==> config.mk <==
export PLATFORM = sky130hd
export DESIGN_NAME = huffman_job_sequencer
export DESIGN_NICKNAME = d
export VERILOG_FILES = /design/src/rtl/huffman_job_sequencer.sv
export SDC_FILE = /design/constraint.sdc
export NUM_CORES = 1
export LEC_CHECK = 0
export ABC_AREA = 0
export CORE_MARGIN = 2
export CORE_UTILIZATION = 53
export DETAILED_ROUTE_END_ITERATION = 8
export PLACE_DENSITY = 0.86
export SLEW_MARGIN = 30
export SYNTH_ARGS = -nofsm -noshare
export SYNTH_HDL_FRONTEND = slang
export SYNTH_SLANG_ARGS = --single-unit
export TNS_END_PERCENT = 1
==> constraint.sdc <==
create_clock -name clock -period 16 [get_ports clock]
set_input_delay 1.6 -clock clock [delete_from_list [all_inputs] [get_ports clock]]
set_output_delay 1.6 -clock clock [all_outputs]
set_load 0.1 [all_outputs]
==> src/rtl/huffman_job_sequencer.sv <==
// Huffman job sequencer: takes one job descriptor from the host, programs
// the selected CSRs of the Huffman Top core, issues a single request, counts
// the response bytes, and reports one done record (count + timeout flag).
module huffman_job_sequencer #(
    parameter int TIMEOUT_CYCLES = 10000,
    parameter int CSR_W          = 11
) (
    input  logic               clock,
    input  logic               reset,
    input  logic               job_valid,
    output logic               job_ready,
    input  logic               job_encoding,
    input  logic [31:0]        job_head,
    input  logic [31:0]        job_length,
    input  logic [4*CSR_W-1:0] job_csr,
    input  logic [3:0]         job_csr_mask,
    output logic               encoding,
    output logic               csr_write,
    output logic [1:0]         csr_addr,
    output logic [CSR_W-1:0]   csr_data,
    output logic               req_valid,
    input  logic               req_ready,
    output logic [31:0]        req_head,
    output logic [31:0]        req_length,
    input  logic               resp_valid,
    output logic               done_valid,
    output logic [31:0]        done_count,
    output logic               done_error
);

    localparam int WD_W = $clog2(TIMEOUT_CYCLES + 1);

    typedef enum logic [2:0] {
        IDLE,
        CSR,
        ISSUE,
        GUARD,
        BUSY,
        DONE
    } state_t;

    state_t state;
    state_t state_next;

    logic [4*CSR_W-1:0] csr_q;
    logic [3:0]         mask_q;
    logic [1:0]         csr_idx;
    logic [31:0]        byte_cnt;
    logic [31:0]        byte_cnt_next;
    logic [WD_W-1:0]    watchdog;
    logic               accept;
    logic               count_byte;
    logic               complete;
    logic               timed_out;

    // Saturating byte count including the byte (if any) seen this cycle.
    assign byte_cnt_next = (count_byte && (byte_cnt != 32'hFFFF_FFFF)) ? byte_cnt + 32'd1 : byte_cnt;

    // State register.
    always_ff @(posedge clock or posedge reset) begin
        if (reset) begin
            state <= IDLE;
        end else begin
            state <= state_next;
        end
    end

    // Next-state decode and all strobes toward Top and the host.
    always_comb begin
        state_next = state;
        job_ready  = 1'b0;
        csr_write  = 1'b0;
        csr_addr   = 2'd0;
        csr_data   = '0;
        req_valid  = 1'b0;
        done_valid = 1'b0;
        accept     = 1'b0;
        count_byte = 1'b0;
        complete   = 1'b0;
        timed_out  = 1'b0;
        case (state)
            IDLE: begin
                job_ready = 1'b1;
                if (job_valid) begin
                    accept     = 1'b1;
                    state_next = (job_csr_mask != 4'd0) ? CSR : ISSUE;
                end
            end
            CSR: begin
                if (mask_q[csr_idx]) begin
                    csr_write = 1'b1;
                    csr_addr  = csr_idx;
                    csr_data  = csr_q[int'(csr_idx)*CSR_W +: CSR_W];
                end
                if (csr_idx == 2'd3) begin
                    state_next = ISSUE;
                end
            end
            ISSUE: begin
                req_valid = 1'b1;
                if (req_ready) begin
                    state_next = GUARD;
                end
            end
            GUARD: begin
                count_byte = resp_valid;
                state_next = BUSY;
            end
            BUSY: begin
                count_byte = resp_valid;
                if (req_ready && !resp_valid) begin
                    complete   = 1'b1;
                    state_next = DONE;
                end else if (watchdog == WD_W'(TIMEOUT_CYCLES - 1)) begin
                    timed_out  = 1'b1;
                    state_next = DONE;
                end
            end
            DONE: begin
                done_valid = 1'b1;
                state_next = IDLE;
            end
            default: begin
                state_next = IDLE;
            end
        endcase
    end

    // Job latch, CSR index, byte counter, watchdog and the held done record.
    always_ff @(posedge clock or posedge reset) begin
        if (reset) begin
            encoding   <= 1'b0;
            req_head   <= 32'd0;
            req_length <= 32'd0;
            csr_q      <= '0;
            mask_q     <= 4'd0;
            csr_idx    <= 2'd0;
            byte_cnt   <= 32'd0;
            watchdog   <= '0;
            done_count <= 32'd0;
            done_error <= 1'b0;
        end else begin
            if (accept) begin
                encoding   <= job_encoding;
                req_head   <= job_head;
                req_length <= job_length;
                csr_q      <= job_csr;
                mask_q     <= job_csr_mask;
                csr_idx    <= 2'd0;
                byte_cnt   <= 32'd0;
                watchdog   <= '0;
            end else begin
                byte_cnt <= byte_cnt_next;
            end
            if (state == CSR) begin
                csr_idx <= csr_idx + 2'd1;
            end
            if (state == BUSY) begin
                watchdog <= watchdog + 1'b1;
            end
            if (complete || timed_out) begin
                done_count <= byte_cnt_next;
                done_error <= timed_out;
            end
        end
    end

endmodule

; After elaboration in Yosys (flattened, before gate mapping)
; Cells that the tools add are included.
[word_totals]
elab_cells = 71
out_inout_bits = 115
register_bits = 197
[classes]
eq_ne = 12
n_lt_le_gt_ge = 1
multipliers = 1
mux = 32
n_shift = 1
n_addsub = 3
n_reduce_logical = 10
[ops]
columns = cell, count
row1 = $mux W32, 2
row2 = $shiftx A44 B7 Y11, 1
row3 = $add A32 B1 Y32 const B, 1
row4 = $ne A32 B32 Y1 const B, 1
row5 = $mux W14, 2
row6 = $mux W11, 2
row7 = $mux W3, 5
row8 = $pmux W3 S5, 1
row9 = $add A14 B1 Y14 const B, 1
row10 = $eq A14 B14 Y1 const B, 1
row11 = $mux W1, 14
row12 = $mux W2, 5
row13 = $eq A3 B2 Y1 const B, 2
row14 = $eq A3 B3 Y1 const B, 2
row15 = $mul A2 B4 Y6 const B, 1
row16 = $ne A2 B2 Y1 const B, 3
row17 = $reduce_and A4 Y1, 1
row18 = $reduce_bool A2 Y1, 2
row19 = $reduce_bool A4 Y1, 1
row20 = $eq A3 B1 Y1 const B, 1
row21 = $logic_not A3 Y1, 1
row22 = $lt A2 B3 Y1 const B, 1
row23 = $ne A3 B3 Y1 const B, 1
row24 = $add A2 B1 Y2 const B, 1
row25 = 6 further kinds, 7

; Logic depth before layout (Yosys ltp)
; Gate-level depths: netlist of run 1.
[depth]
word_depth = 6
ltp_mapped = 9
mapped_depth_nobuf = 6

; Least setup slack after synthesis of run 1
; Ideal clock, no wire load.
[synth_timing]
path_type = flip-flop to output port
from = register state[1]
to = output job_ready
path_slack_ns = 11.691
t_arrival_ns = 2.709
stages_incl_launch_ff = 3
cell_sequence = dfrtp_1 > buf_2 > nor3_1
[synth_via]
elab_chain_cells = 2
[synth_rtl]
columns = element, line_no
row1 = from (decl), 42  ; state_t state;
row2 = from (signal assigned), 64  ; state <= state_next;
row3 = $logic_not A3 Y1, 81  ; case (state)
row4 = $mux W1, 81
row5 = to (decl), 11  ; output logic job_ready,
; Every way passes these cells.

; Worst setup path after layout of run 1
[layout_timing]
from = register state[1]
to = output csr_data[4]
[layout_via]
elab_chain_cells = 2
[layout_rtl]
columns = element, line_no
row1 = $eq A3 B1 Y1, 81
row2 = $mux W11, 81
row3 = to (decl), 20  ; output logic [CSR_W-1:0] csr_data,
; Every way passes these cells.

==> results of run 1 <==
[layout make-up]
type	instances	share of cell area, %
Sequential cell	197	42.0
Multi-Input combinational cell	683	30.4
Timing Repair Buffer	239	20.2
Clock buffer	20	3.89
Tap cell	216	2.30
Clock inverter	11	0.884
Inverter	9	0.351
Antenna cell	1	0.0213
[critical path, delay by kind of cell, from the launching register on]
kind	cells	cell delay, ns
buffers and inverters	1	1.15
and+or+nand+nor	3	1.10
DFF	1	0.49
[worst max-delay path by stage]
stage / from / slack [ns] / end / cells past startpoint
after floorplan: reset / 9.03 / byte_cnt[0] / 1
after global placement: csr_idx[0] / 11.51 / csr_addr[0] / 3
after detailed placement: state[1] / 11.35 / csr_data[4] / 4
after CTS: state[1] / 10.91 / csr_data[4] / 4
after global routing: state[1] / 11.11 / csr_data[4] / 4
final: state[1] / 11.23 / csr_data[4] / 4
[placed cells by master, fill, tap and decap left out, types with 2 or more instances in the layout]
| cell type | count |
|---|---|
| xnor2_1 | 18 |
| mux2i_1 | 4 |
| clkbuf_16 | 17 |
| o31ai_1 | 2 |
| o21ai_1 | 2 |
| ha_1 | 3 |
| and2_1 | 5 |
| mux4_2 | 12 |
| nand3_1 | 14 |
| a311o_1 | 2 |
| clkinv_4 | 2 |
| a21oi_1 | 9 |
| nand2_1 | 400 |
| o21ai_0 | 42 |
| clkinvlp_4 | 5 |
| nand4_1 | 12 |
| buf_6 | 2 |
| buf_2 | 2 |
| a2111oi_1 | 2 |
| a31oi_1 | 12 |
| xor2_1 | 5 |
| buf_4 | 5 |
| dfrtp_1 | 196 |
| nand2b_1 | 3 |
| or3_1 | 8 |
| o211ai_1 | 4 |
| and3_1 | 26 |
| clkinv_2 | 2 |
| nor2_2 | 2 |
| clkdlybuf4s50_1 | 230 |
| a311oi_1 | 10 |
| and4_1 | 4 |
| inv_1 | 8 |
| o2111ai_1 | 2 |
| nor3_1 | 3 |
| nor2_1 | 45 |
| a211oi_1 | 2 |
| clkbuf_8 | 2 |
[through the flow]
step                setup WS, ns  hold slack [ns]
CTS                        10.91            0.479
detailed placement         11.35            0.458
global placement           11.51            0.452
floorplan                   9.03            0.437
finish                     11.23            0.472
global route               11.11            0.490
[metal layers]
layer	GRT usage, %	share of wire [%]
met3	5.46	6.3
met1	34.3	42
met5	0	0.056
met4	9.56	2.3
met2	45.9	50
[where the power goes]
group	switching (mW)	internal, mW	total, mW
clock	0.185	0.222	0.407
sequential	0.110	0.656	0.766
combinational	1.03	0.327	1.36
total	1.32	1.21	2.53
[cell families (layout without fill, tap and decap cells)]
family	count (synthesis)	in the layout
and+or+nand+nor	538	538
DFF	197	197
muxes	17	17
xor gates and xnor gates	23	23
other	0	1
AOI/OAI and AO/OA	102	102
adders and majority gates	3	3
buffers and inverters	63	279
[state kept, by name, indices dropped and copies added (netlist names), 2 cells and up]
| name | count |
|---|---|
| state | 3 |
| req_length | 32 |
| req_head | 32 |
| mask_q | 4 |
| byte_cnt | 32 |
| watchdog | 14 |
| done_count | 32 |
| csr_q | 44 |
| csr_idx | 2 |
[synthesized netlist by cell type, drive strengths merged (2+ instances only)]
cell	number	area [µm²]
and4	5	45.0
a31oi	12	75.1
a211oi	2	15.0
nor2	47	176
ha	3	37.5
mux2i	4	40.0
xor2	5	43.8
nand2b	3	18.8
mux4	12	270
nand2	401	1510
o211ai	5	42.5
inv	9	33.8
nor3	4	20.0
clkbuf	46	173
and3	26	163
o21ai	44	220
and2	6	37.5
nand4	14	109
buf	8	38.8
a311o	2	20.0
o31ai	3	36.3
a2111oi	3	35.0
o2111ai	2	17.5
or3	9	57.6
xnor2	18	158
a21oi	9	45.0
nor4	2	18.8
dfrtp	197	4930
o311ai	2	35.0
or4	2	18.8
nand3	14	70.1
a311oi	10	87.6
==> results.cfg, run 1 <==
[synthesis]
yosysSeqAreaShare_pct = 56.5
ys_ff_latch = 197
synth_compound_area_share_pct = 8.05
synth_cell_type_count = 58
syn_nets = 1064
synth-adder-area-share_pct = 0.430
syn-cell-area_mm2 = 0.00872
avgSynthCellArea_um2 = 9.25
async_flop_share_pct = 100
synth-warning-count = 0
yosys-mux-area-fraction_pct = 3.69
yosys.area_share.xor_xnor_pct = 2.31
synth_top_family_by_area = simple AND/OR/NAND/NOR gates
synth_flop_cell = dfrtp_1
synth_edf_count = 0
yosys.area_share.simple_pct = 26.2
synth_cells = 943

[critical_path]
r2r_cells = 5
critPathLaunchType = flip-flop
worstPathRequired_ns = 14.40
r2r_setup_slack_ns = 13.23
cp.arrival_ns = 3.17
cp_cell_sequence = nand2b_1 -> nor2_2 -> and3_1 -> clkdlybuf4s50_1
r2r_start = state[1]
criticalPathCategory = flip-flop to primary output
path_max_fanout = 16
r2r_end = req_head[2]
critPathMaxStageDelay_ns = 1.15
end_kind = primary output
cpMaxStageDelayCell = clkdlybuf4s50_1

[cells_and_area]
nFillCells = 1196
fin_cells = 1376
area_growth_pct = 34.7
multi_input_comb_area_mm2 = 0.00357
drive_above_1_share_pct = 6.13
register_area_mm2 = 0.00493
final_cell_area_mm2 = 0.0117
fin_util_pct = 73.4
fin_nets = 1268

[floorplan]
die_h_um = 132
pin_count = 233
dieArea_mm2 = 0.0175
core_region_area_mm2 = 0.0160
start_util_pct = 54.5
die_x_um = 132
rows = 46

[cts]
clkLatencyLatePin_ns = 0.43
cts_tree = done
cts_made_buffers = 17
clock_path_buffers = 2
cts_hold_buf = 0
cts_sinks = 197
clk_pin_slew_ns = 0.07
cts_htree_levels = 4
cts_root_buf = clkbuf_16
post_cts_resized = 0
post_cts_buffers = 0

[place]
placed_cell_area_mm2 = 0.0112
dp.cells = 1344
io_buffers = 232
gp_congestion = 0.881
hpwl_um = 16300

[worst_hold_path]
min-delay-start = req_length[3]
min_to = req_length[3]
min_path_type = flip-flop to flip-flop
holdPathStages = 2

[routing]
drc = 0
routed_wl_um = 23400
num_vias = 7480
first_pass_iters = 5
via_per_inst = 5.44
wire_per_inst_um = 17.0
ant_nets = 0
drtIter0Drc = 571

[outcome]
outcome = finished, final reports clean

[global_route]
grt_pass1_wl_um = 37500
antenna_found_initial = 2
grt_max_degree = 118
grt_util_all_layers_pct = 26.9
grt_pass1_vias = 7296
overflow = 0

[sta]
hold_viol = 0
slew_violations = 0
fmax_mhz = 209
fin_crit_ns = 4.77
relSlewSlack_pct = 31.4
clock_skew_ns = 0.00882
worst_pin_slew_ns = 1.03
setup-tns-final_ns = 0
rsz0062_at_grt = false
setup_viol = 0
fin_crit_sh_pct = 29.8

[power_and_ir_drop]
total_power_mw = 2.53
power_leakage_nw = 5.48
peakVddDrop_v = 0.000153
power_density_mw_per_mm2 = 215

[job]
max_cap_violations = 0
Note: power is estimated with default switching activity, not from simulation.
==> run 2: changes to the inputs <==
--- a/config.mk
+++ b/config.mk
@@ -7,9 +7,9 @@
 export LEC_CHECK = 0
 export ABC_AREA = 0
 export CORE_MARGIN = 2
-export CORE_UTILIZATION = 53
+export CORE_UTILIZATION = 44
 export DETAILED_ROUTE_END_ITERATION = 8
-export PLACE_DENSITY = 0.86
+export PLACE_DENSITY = 0.77
 export SLEW_MARGIN = 30
 export SYNTH_ARGS = -nofsm -noshare
 export SYNTH_HDL_FRONTEND = slang
==> constraint.sdc (replaced) <==
create_clock -name clock -period 4.33 [get_ports clock]
set_input_delay 0.433 -clock clock [delete_from_list [all_inputs] [get_ports clock]]
set_output_delay 0.433 -clock clock [all_outputs]
set_load 0.1 [all_outputs]
==> run 2 against run 1 <==
  * Utilization down 12 points
  * Clock power grew to 4.1 times the previous value
  * Count of clock-buffer cells in the layout is 2 lower
==> results.cfg, run 2 (synthesis results as in run 1) <==
[global_route]
grt_pass1_vias = 7038
grt_max_degree = 114
overflow = 0
grt_pass1_wl_um = 35900
grt_util_all_layers_pct = 21.8
antenna_found_initial = 2

[sta]
setup_viol = 0
rsz0062_at_grt = false
hold_viol = 0
setup-tns-final_ns = 0
relSlewSlack_pct = 31.3
slew_violations = 0
fmax_mhz = 294
clock_skew_ns = 0.0111
fin_ws_ns = 0.927
worst_pin_slew_ns = 1.03
fin_crit_ns = 3.40
fin_crit_sh_pct = 78.6

[power_and_ir_drop]
power_frac_comb_pct = 52.9
power_density_mw_per_mm2 = 797
clkPwrFrac_pct = 17.7
swShare_pct = 51.8
p_switching_mw = 4.92
power_leakage_nw = 5.55
peakVddDrop_v = 0.000364
intPower_mw = 4.58
power_frac_seq_pct = 29.4

[place]
hpwl_um = 15800
io_buffers = 232
dp_worst_setup_slack_ns = 1.35
gp_congestion = 0.861

[cts]
clk_pin_slew_ns = 0.07
cts_sinks = 197
post_cts_resized = 0
cts_made_buffers = 17
cts_root_buf = clkbuf_16
clock_path_buffers = 2
post_cts_buffers = 0
cts_tree = done
cts_htree_levels = 4
clkLatencyLatePin_ns = 0.43
cts_hold_buf = 0

[cells_and_area]
area_growth_pct = 36.7
fin_util_pct = 61.3
top_register = csr_q
largest_register_ffs = 44
fin_nets = 1273
layout_common_cells = nand2_1 (400), clkdlybuf4s50_1 (223), dfrtp_1 (197)
final_common_cell = nand2_1
drive_above_1_share_pct = 6.95

[job]
max_cap_violations = 0

[critical_path]
end_kind = primary output
cp_cell_sequence = buf_4 -> mux4_2 -> and3_1 -> clkdlybuf4s50_1
critPathMaxStageDelay_ns = 0.97
path_buf_inv = 2
path_max_fanout = 10
cpMaxStageDelayCell = clkdlybuf4s50_1
cp.arrival_ns = 2.97
worstPathRequired_ns = 3.90
critPathLaunchType = flip-flop
critical_path.top_delay_family = buffers and inverters
criticalPathCategory = flip-flop to primary output

[floorplan]
pin_count = 233
start_util_pct = 44.8
die_x_um = 145
core_region_area_mm2 = 0.0195
dieArea_mm2 = 0.0210
rows = 51
die_h_um = 145

[outcome]
outcome = finished, final reports clean

[routing]
first_pass_iters = 5
num_vias = 7291
drc = 0
routed_wl_um = 22900
ant_nets = 0
wire_per_inst_um = 16.0
drtIter0Drc = 414
via_per_inst = 5.09

[worst_hold_path]
min_path_type = input port to async pin
[run 2: per-layer routing]
metal / GRT usage (%) / vias up / wire length, µm
met5: 0 / - / 16
met4: 7.51 / 2 / 532
met3: 5.56 / 31 / 1380
met2: 35.1 / 204 / 11000
met1: 28.9 / 3489 / 9940
li1: - / 3565 / -
[run 2: final cells by class]
class | count | area [µm²]
Fill cell | 1621 | 7540
Sequential cell | 197 | 4930
Multi-Input combinational cell | 683 | 3560
Timing Repair Buffer | 244 | 2430
Clock buffer | 18 | 429
Tap cell | 265 | 332
Clock inverter | 14 | 194
Inverter | 9 | 37.5
Antenna cell | 2 | 5.00
[run 2: worst paths after layout]
path,start,to,slack (ns),cells past startpoint
worst max-delay path,csr_idx[0],csr_data[7],0.93,4
worst min-delay path,reset,done_count[0],0.47,3
worst max register to register,state[2],req_length[22],1.76,5
worst min register to register,req_head[23],req_head[23],0.47,2
max in group asynchronous,reset,req_length[22],2.92,4
min in group clock,req_head[23],req_head[23],0.47,2
[run 2: through the flow]
| step | power, mW | instances | cell area (µm²) | hold slack, ns |
|---|---|---|---|---|
| 6_report | 9.50 | 1432 | 11900 | 0.474 |
| 5_1_grt | 9.95 | 1430 | 11900 | 0.494 |
| 4_1_cts | 9.57 | 1430 | 11900 | 0.479 |
| 3_5_place_dp | 7.87 | 1398 | 11300 | 0.461 |
| 3_3_place_gp | 7.78 | 1397 | 11300 | 0.453 |
| 2_1_floorplan | 6.59 | 943 | 8720 | 0.437 |
[run 2: worst register-to-register path, cell delays in order (launching register included)]
cell and delay [ns]:
dfrtp_1 0.48, nor3_1 0.60, nand2_4 0.63, buf_4 0.54, nand2_1 0.15, nand2_1 0.06
[run 2: power by group through the flow]
stage          Combinational (mW)  Sequential (mW)  Clock, mW
2_1_floorplan                1.47             5.11          0
3_3_place_gp                 4.98             2.79          0
3_5_place_dp                 5.05             2.82          0
4_1_cts                      5.06             2.79       1.72
5_1_grt                      5.29             2.87       1.80
6_report                     5.02             2.79       1.68
==> run 3: changes to the inputs <==
==> constraint.sdc (replaced) <==
create_clock -name clock -period 2.9 [get_ports clock]
set_input_delay 0.29 -clock clock [delete_from_list [all_inputs] [get_ports clock]]
set_output_delay 0.29 -clock clock [all_outputs]
set_load 0.1 [all_outputs]
==> run 3 against run 2 <==
  * Total power up 47%
  * Global-route usage down 0.12 points
  * Cell area down 0.73%
  * Register-to-register slack worse by 1.2 ns
  * Sequential share of layout area up 0.31 points
  * Clock power up 38%
  * Wire length up 0.37%
  * Worst setup slack worse by 0.39 ns
  * Largest cell class unchanged
  * Highest routed layer is now met4
==> results.cfg, run 3 (synthesis results as in run 1) <==
[outcome]
outcome = finished, final reports clean

[routing]
ant_nets = 0
drc = 0
via_per_inst = 5.08
first_pass_iters = 5
wire_per_inst_um = 16.0
routed_wl_um = 23000
num_vias = 7286
drtIter0Drc = 631

[cts]
cts_hold_buf = 0
cts_htree_levels = 4
cts_root_buf = clkbuf_16
clk_pin_slew_ns = 0.07
post_cts_buffers = 0
cts_tree = done
cts_sinks = 197
clock_path_buffers = 2
post_cts_resized = 0
cts_made_buffers = 17
clkLatencyLatePin_ns = 0.44

[critical_path]
worstPathRequired_ns = 2.61
critPathLaunchType = flip-flop
end_kind = primary output
criticalPathCategory = flip-flop to primary output
r2r_start = byte_cnt[0]
critPathLaunch = csr_idx[0]
path_max_fanout = 16
cp.arrival_ns = 2.07

[sta]
relSlewSlack_pct = 38.5
fin_crit_ns = 2.36
fmax_mhz = 423
worst_pin_slew_ns = 0.913
fin_crit_sh_pct = 81.5
slew_violations = 0
fin_ws_ns = 0.536
clock_skew_ns = 0.0127
setup_viol = 0
rsz0062_at_grt = false
hold-worst-slack_ns = 0.366
hold_viol = 0
setup-tns-final_ns = 0

[power_and_ir_drop]
peakVddDrop_v = 0.000679
clkPwrFrac_pct = 16.6
p_switching_mw = 7.33
power_frac_comb_pct = 53.7
power_density_mw_per_mm2 = 1180
intPower_mw = 6.65
total_power_mw = 14.0
power_frac_seq_pct = 29.7
swShare_pct = 52.4
power_leakage_nw = 5.77

[cells_and_area]
top_register = csr_q
area_growth_pct = 35.7
nFillCells = 1642
multi_input_comb_area_mm2 = 0.00356
layout_common_cells = nand2_1 (400), dfrtp_1 (197), clkdlybuf4s50_1 (117)
fin_cells = 1435
drive_above_1_share_pct = 16.2
final_cell_area_mm2 = 0.0118
register_area_mm2 = 0.00493
largest_register_ffs = 44
fin_util_pct = 60.8
diodes = 0
fin_nets = 1279
final_common_cell = nand2_1

[global_route]
grt_pass1_wl_um = 35600
grt_pass1_vias = 6866
grt_max_degree = 126
grt_util_all_layers_pct = 21.7
antenna_found_initial = 0
overflow = 0

[floorplan]
die_h_um = 145
rows = 51
start_util_pct = 44.8
core_region_area_mm2 = 0.0195
dieArea_mm2 = 0.0210
die_x_um = 145
pin_count = 233

[worst_hold_path]
min_path_type = input port to async pin

[place]
gp_congestion = 0.834
hpwl_um = 16000
io_buffers = 232
dp_worst_setup_slack_ns = 0.441
placed_cell_area_mm2 = 0.0113
dp.cells = 1404

[job]
max_cap_violations = 0
-- run 3: cell types whose count changed in the layout (fill, tap and decap cells not counted), moves of 2 or more --
cell,before,now
buf_4,17,114
inv_8,2,0
clkdlybuf4s50_1,223,117
inv_6,2,5
buf_12,2,19
diode_2,2,0
bufinv_16,3,1
-- run 3: power groups by stage --
stage | Clock, mW | Combinational, mW | Sequential (mW)
2_1_floorplan | 0 | 2.20 | 7.64
3_3_place_gp | 0 | 7.47 | 4.17
3_5_place_dp | 0 | 7.57 | 4.19
4_1_cts | 2.37 | 7.58 | 4.15
5_1_grt | 2.48 | 7.92 | 4.26
6_report | 2.32 | 7.52 | 4.15
-- run 3: area by class of cell --
cell class                      instances  area share (%)
Sequential cell                       197            41.7
Multi-Input combinational cell        683            30.1
Timing Repair Buffer                  250            20.3
Clock inverter                         11            1.03
Tap cell                              265            2.80
Inverter                                9           0.317
Clock buffer                           20            3.77
-- run 3: routing by layer --
metal	up-vias	GRT usage, %	share of wire (%)	routed length (µm)
met5	-	0	0	0
met4	0	7.00	1.7	400
met3	28	3.85	5.2	1200
met2	212	33.6	48	11000
met1	3467	31.1	45	10400
li1	3579	-	-	-
-- run 3: critical path, stage by stage (launching register included) --
cell and delay [ns]:
dfrtp_1 0.37, buf_4 0.30, mux4_2 0.56, and3_1 0.23, buf_12 0.17
-- run 3: final timing paths --
check | endpoint | slack, ns | cells after the start
hold reg to reg | csr_q[42] | 0.48 | 2
min in group clock | req_length[6] | 0.37 | 3
max in group asynchronous | csr_q[25] | 2.02 | 3
hold / removal | done_count[1] | 0.37 | 3
setup / recovery | csr_data[5] | 0.54 | 4
setup reg to reg | done_count[25] | 0.56 | 6
